--- src/rtl/pcm_frame_tx.sv ---
// PCM telemetry frame transmitter: a sync word followed by DATA_WORDS data words,
// sent MSB first as NRZ with a bit clock that rises mid-bit.
module pcm_frame_tx #(
  parameter int                WORD_W     = 8,
  parameter int                DATA_WORDS = 4,
  parameter int                SYNC_W     = 16,
  parameter logic [SYNC_W-1:0] SYNC_WORD  = 16'hEB90,
  parameter int                CLK_DIV    = 4
) (
  input  logic              clk_i,
  input  logic              rst_i,
  input  logic              start_i,
  input  logic [WORD_W-1:0] data_i,
  output logic              data_req_o,
  output logic              pcm_o,
  output logic              bit_clk_o,
  output logic              frame_sync_o,
  output logic              busy_o,
  output logic              done_o
);

  localparam int BMAX = (SYNC_W > WORD_W) ? SYNC_W : WORD_W;
  localparam int BCW  = $clog2(BMAX + 1);
  localparam int WCW  = $clog2(DATA_WORDS + 1);
  localparam int PW   = $clog2(CLK_DIV);

  localparam logic [PW-1:0]   PH_LAST   = PW'(CLK_DIV - 1);
  localparam logic [PW-1:0]   PH_HALF   = PW'(CLK_DIV / 2);
  localparam logic [BCW-1:0]  SYNC_LAST = BCW'(SYNC_W - 1);
  localparam logic [BCW-1:0]  WORD_LAST = BCW'(WORD_W - 1);
  localparam logic [BCW-1:0]  BIT_ONE   = BCW'(1);
  localparam logic [WCW-1:0]  LAST_WORD = WCW'(DATA_WORDS - 1);
  localparam logic [BMAX-1:0] SYNC_AL   = BMAX'(SYNC_WORD) << (BMAX - SYNC_W);

  typedef enum logic [1:0] {IDLE, SYNC, DATA} state_t;

  state_t            state_q, state_d;
  logic [PW-1:0]     phase_q, phase_d;
  logic [BCW-1:0]    bit_q, bit_d;     // bits remaining in the current field after this one
  logic [WCW-1:0]    word_q, word_d;
  logic [BMAX-1:0]   shift_q, shift_d;
  logic [WORD_W-1:0] hold_q, hold_d;
  logic              cap_q, cap_d;
  logic              req_q, req_d;
  logic              bclk_q, bclk_d;
  logic              fsync_q, fsync_d;
  logic              busy_q, busy_d;
  logic              done_q, done_d;

  always_comb begin
    state_d = state_q;
    phase_d = phase_q;
    bit_d   = bit_q;
    word_d  = word_q;
    shift_d = shift_q;
    hold_d  = cap_q ? data_i : hold_q;
    cap_d   = req_q;
    req_d   = 1'b0;
    bclk_d  = 1'b0;
    fsync_d = fsync_q;
    busy_d  = busy_q;
    done_d  = 1'b0;
    case (state_q)
      IDLE: begin
        if (start_i) begin
          state_d = SYNC;
          phase_d = '0;
          bit_d   = SYNC_LAST;
          word_d  = '0;
          shift_d = SYNC_AL;
          fsync_d = 1'b1;
          busy_d  = 1'b1;
        end
      end
      SYNC, DATA: begin
        if (phase_q != PH_LAST) begin
          phase_d = phase_q + 1'b1;
          bclk_d  = (phase_d >= PH_HALF);
        end else begin
          phase_d = '0;
          if (bit_q != '0) begin
            bit_d   = bit_q - 1'b1;
            shift_d = shift_q << 1;
            // Ask for the next word as the last bit of this field goes out.
            req_d   = (bit_q == BIT_ONE) && ((state_q == SYNC) || (word_q != LAST_WORD));
          end else if (state_q == SYNC) begin
            state_d = DATA;
            fsync_d = 1'b0;
            bit_d   = WORD_LAST;
            word_d  = '0;
            shift_d = BMAX'(hold_q) << (BMAX - WORD_W);
          end else if (word_q == LAST_WORD) begin
            state_d = IDLE;
            busy_d  = 1'b0;
            done_d  = 1'b1;
            bit_d   = '0;
            word_d  = '0;
            shift_d = '0;
          end else begin
            word_d  = word_q + 1'b1;
            bit_d   = WORD_LAST;
            shift_d = BMAX'(hold_q) << (BMAX - WORD_W);
          end
        end
      end
      default: begin
        state_d = IDLE;
        busy_d  = 1'b0;
        fsync_d = 1'b0;
        shift_d = '0;
      end
    endcase
  end

  always_ff @(posedge clk_i or posedge rst_i) begin
    if (rst_i) begin
      state_q <= IDLE;
      phase_q <= '0;
      bit_q   <= '0;
      word_q  <= '0;
      shift_q <= '0;
      hold_q  <= '0;
      cap_q   <= 1'b0;
      req_q   <= 1'b0;
      bclk_q  <= 1'b0;
      fsync_q <= 1'b0;
      busy_q  <= 1'b0;
      done_q  <= 1'b0;
    end else begin
      state_q <= state_d;
      phase_q <= phase_d;
      bit_q   <= bit_d;
      word_q  <= word_d;
      shift_q <= shift_d;
      hold_q  <= hold_d;
      cap_q   <= cap_d;
      req_q   <= req_d;
      bclk_q  <= bclk_d;
      fsync_q <= fsync_d;
      busy_q  <= busy_d;
      done_q  <= done_d;
    end
  end

  assign pcm_o        = shift_q[BMAX-1];
  assign data_req_o   = req_q;
  assign bit_clk_o    = bclk_q;
  assign frame_sync_o = fsync_q;
  assign busy_o       = busy_q;
  assign done_o       = done_q;

endmodule

--- config.mk ---
export PLATFORM = sky130hd
export DESIGN_NAME = pcm_frame_tx
export DESIGN_NICKNAME = d
export VERILOG_FILES = /design/src/rtl/pcm_frame_tx.sv
export SDC_FILE = /design/constraint.sdc
export NUM_CORES = 1
export LEC_CHECK = 0
export BUFFER_PORTS_ARGS = -buffer_cell sky130_fd_sc_hd__buf_2
export CAP_MARGIN = 10
export CORE_UTILIZATION = 55
export CTS_CLUSTER_DIAMETER = 50
export CTS_CLUSTER_SIZE = 16
export DETAILED_ROUTE_END_ITERATION = 10
export HOLD_SLACK_MARGIN = 0.15
export MAX_ROUTING_LAYER = met4
export PLACE_DENSITY_LB_ADDON = 0.08
export SYNTH_ARGS = -nofsm -noshare
export SYNTH_HDL_FRONTEND = slang
export SYNTH_SLANG_ARGS = --single-unit
--- constraint.sdc ---
create_clock -name clk_i -period 4.7 [get_ports clk_i]
set_clock_uncertainty 0.2 [all_clocks]
set_input_delay 0.94 -clock clk_i [delete_from_list [all_inputs] [get_ports clk_i]]
set_output_delay 0.94 -clock clk_i [all_outputs]
set_load 0.01 [all_outputs]
==> results_dict.tcl <==
set metrics [dict create \
    insertion_delay_ps 340 \
    antenna_found_initial 0 \
    hpwl_mm 2.41 \
    grt_pass1_vias 1307 \
    dr.first_iter.drc_count 32 \
    drive_gt1_share_pct 23.9 \
    cp-start-kind "register" \
    synth_seq_cells 38 \
    fp.dieH_um 60.6 \
    gp_congestion 0.844 \
    critical_path_arrival_ps 2470 \
    grt_pass1_wl_mm 5.78 \
    cellPowerDensity_nw_per_um2 305 \
    nNetsFinal 204 \
    tns_ps 0 \
    required_ps 4730 \
    cts.path.max_buffers 2 \
    hp-class "reg2reg" \
    max_slew_margin_pct 60.6 \
    final_cell_area_um2 2110 \
    ir_worst_vdd_v 0.000194 \
    grt_start_max_net_pins 39 \
    initial_core_util_pct 59.9 \
    synth_cell_types 42 \
    endpoint_kind "register" \
    postCtsSetupRepairBufs 0 \
    clock.fmax_mhz 411 \
    cts_tree "built" \
    coreArea_um2 3150 \
    num_rows 20 \
    max_stage_delay_ps 500 \
    io_pins 17 \
    crit_chain "inv_1, ha_1, nor2b_1, nor3_1, o21ai_0, a22o_1" \
    grt.overflow.total 0 \
    wl_per_cell_um 14.8 \
    synth.yosys.warnings 0 \
    placed_area_um2 1990 \
    drv_slew 0 \
    cp_slowest_cell "nor3_1" \
    ctsResizeCount 0 \
    vias_per_cell 5.69 \
    synth_fp_nets 187 \
    instances_no_fill 228 \
    setup_viol 0 \
    cts_buffers 5 \
    drc 0 \
    rsz0062_at_grt "false" \
    status "finished, final reports clean" \
    ant_nets 0 \
    crit_fanout 14 \
    grt.total_usage_pct 22.4 \
    clockRootBuffer "clkbuf_4" \
    n_antenna_cell 0 \
    die-area_um2 3670 \
    syn_to_final_growth_pct 11.5 \
    tightest_slew_ps 587 \
    vias 1298 \
    ys_seq_area_share_pct 50.3 \
    wl_mm 3.37 \
    clk_pin_slew_worst_paths_ps 110 \
    htree_levels 2 \
    dp_cells 220 \
    critical_path_class "reg2reg" \
    period_share_pct 51.8 \
    avgSynthCellArea_um2 11.4 \
    synthCells 166 \
    drtPass1Iterations 4 \
    fp.dieW_um 60.6 \
    port_buffers 16 \
    power_leakage_nw 1.02 \
    layout_min_cycle_time_ps 2430 \
    syn_area_um2 1890 \
    cts_sinks 38 \
    cap_violations 0 \
    fillers 264 \
    finalHoldViolCount 0 \
    r2r_slack_ps 2270 \
    cts.hold.buffers_added 0 \
]
==> cells by family after synthesis <==
family | count (synthesis) | share of synthesized area (%)
simple gates | 50 | 15.6
compound gates | 41 | 16.2
buf+inv | 14 | 3.58
flops | 38 | 50.3
fa+ha+maj | 10 | 6.62
mux | 13 | 7.75
==> path summary, 6_finish.rpt <==
| path | from | cells after the start | endpoint |
|---|---|---|---|
| min in group asynchronous | rst_i | 3 | hold_q[6] |
| worst max-delay path | state_q[1] | 6 | bit_q[4] |
| max in group asynchronous | rst_i | 3 | shift_q[6] |
| worst min register to register | data_req_o | 0 | cap_q |
| worst max register to register | state_q[1] | 6 | bit_q[4] |
| worst min-delay path | data_req_o | 0 | cap_q |
==> area by class of cell <==
| type | instances | area [um^2] | area share (%) |
|---|---|---|---|
| clock inverters | 2 | 60.1 | 2.85 |
| inverters | 6 | 22.5 | 1.07 |
| flip-flops and latches | 38 | 951 | 45.2 |
| multi-input cells | 114 | 871 | 41.4 |
| clock buffers | 6 | 51.3 | 2.44 |
| repair buffers | 18 | 95.1 | 4.52 |
| well taps | 44 | 55.1 | 2.61 |
==> worst max-delay path: cells and delay by family (launching register included) <==
kind | cells | cell delay (ps)
buf+inv | 1 | 100
simple gates | 2 | 730
flops | 1 | 410
fa+ha+maj | 1 | 440
compound gates | 2 | 440
==> cells in the final DEF (no fill, tap or decap), types with 2 or more instances in the layout <==
cell / instances
a22o_1: 5
ha_1: 10
o21ai_1: 2
a21o_1: 7
o22a_1: 3
dfrtp_1: 38
and2_1: 2
o21ai_0: 4
nand2b_1: 4
bufinv_16: 2
nor3_1: 3
a21oi_1: 6
nor2b_1: 3
clkbuf_4: 5
nand2_1: 10
buf_4: 2
mux2_2: 12
inv_1: 6
buf_2: 16
a221o_1: 7
nand3b_1: 2
nor2_1: 12
==> synth_stat cells <==
| cell | number | area share [%] |
|---|---|---|
| nor4_1 | 1 | 0.33 |
| nor2b_1 | 3 | 0.99 |
| o21ai_1 | 2 | 0.53 |
| nand4b_1 | 1 | 0.46 |
| or4b_1 | 1 | 0.53 |
| nor4b_2 | 1 | 0.79 |
| mux2_2 | 12 | 7.2 |
| o22a_1 | 3 | 1.4 |
| buf_6 | 2 | 1.2 |
| clkbuf_1 | 6 | 1.2 |
| nor3_1 | 3 | 0.79 |
| nor2_1 | 12 | 2.4 |
| o21ai_2 | 1 | 0.46 |
| nor3b_1 | 1 | 0.40 |
| or3_1 | 1 | 0.33 |
| inv_1 | 6 | 1.2 |
| and3_1 | 1 | 0.33 |
| a31oi_1 | 1 | 0.33 |
| nand3b_1 | 2 | 0.79 |
| nand2_1 | 10 | 2.0 |
| o31ai_1 | 1 | 0.40 |
| nor2_4 | 1 | 0.60 |
| nand2b_1 | 4 | 1.3 |
| and2_1 | 2 | 0.66 |
| nor3_2 | 1 | 0.53 |
| mux2_1 | 1 | 0.60 |
| nand3_1 | 1 | 0.26 |
| o21ai_0 | 4 | 1.1 |
| a22o_1 | 5 | 2.3 |
| a221o_1 | 7 | 3.7 |
| a21o_1 | 7 | 2.8 |
| a21boi_0 | 1 | 0.40 |
| ha_1 | 10 | 6.6 |
| or3b_2 | 1 | 0.46 |
| or4_1 | 1 | 0.40 |
| o21a_1 | 1 | 0.40 |
| nor3b_2 | 1 | 0.66 |
| a31o_1 | 1 | 0.46 |
| and4b_1 | 1 | 0.53 |
| a21oi_1 | 6 | 1.6 |
| dfrtp_1 | 38 | 50 |
| o22ai_1 | 1 | 0.33 |
==> layer usage <==
layer,routed length (um),vias to the layer above,global-route usage (%)
li1,-,645,-
met1,1630,621,28.9
met2,1570,26,34.5
met3,116,6,5.12
met4,51,0,8.44
met5,0,-,-
==> where the power goes <==
group,internal (W),switching [W]
combinational,0.0000110,0.0000103
clock,0.000180,0.000103
sequential,0.000334,0.00000410
total,0.000525,0.000118
==> sequential cells by signal (all words and copies together), names as in the netlist <==
name and count:
cap_q 1, state_q 2, hold_q 8, busy_o 1, data_req_o 1, word_q 3, shift_q 12, phase_q 2
frame_sync_o 1, bit_clk_o 1, done_o 1, bit_q 5
==> per-stage QoR <==
stage | util [%] | setup slack (ps) | total power, W | hold slack, ps
2_1_floorplan | - | 2460 | 0.000357 | 216
3_3_place_gp | 63.3 | 2310 | 0.000365 | 158
3_5_place_dp | 63.3 | 2240 | 0.000366 | 169
4_1_cts | 66.8 | 2250 | 0.000651 | 194
5_1_grt | 66.8 | 2120 | 0.000668 | 195
6_report | 66.8 | 2270 | 0.000643 | 191
(Power assumes the default switching activity.)
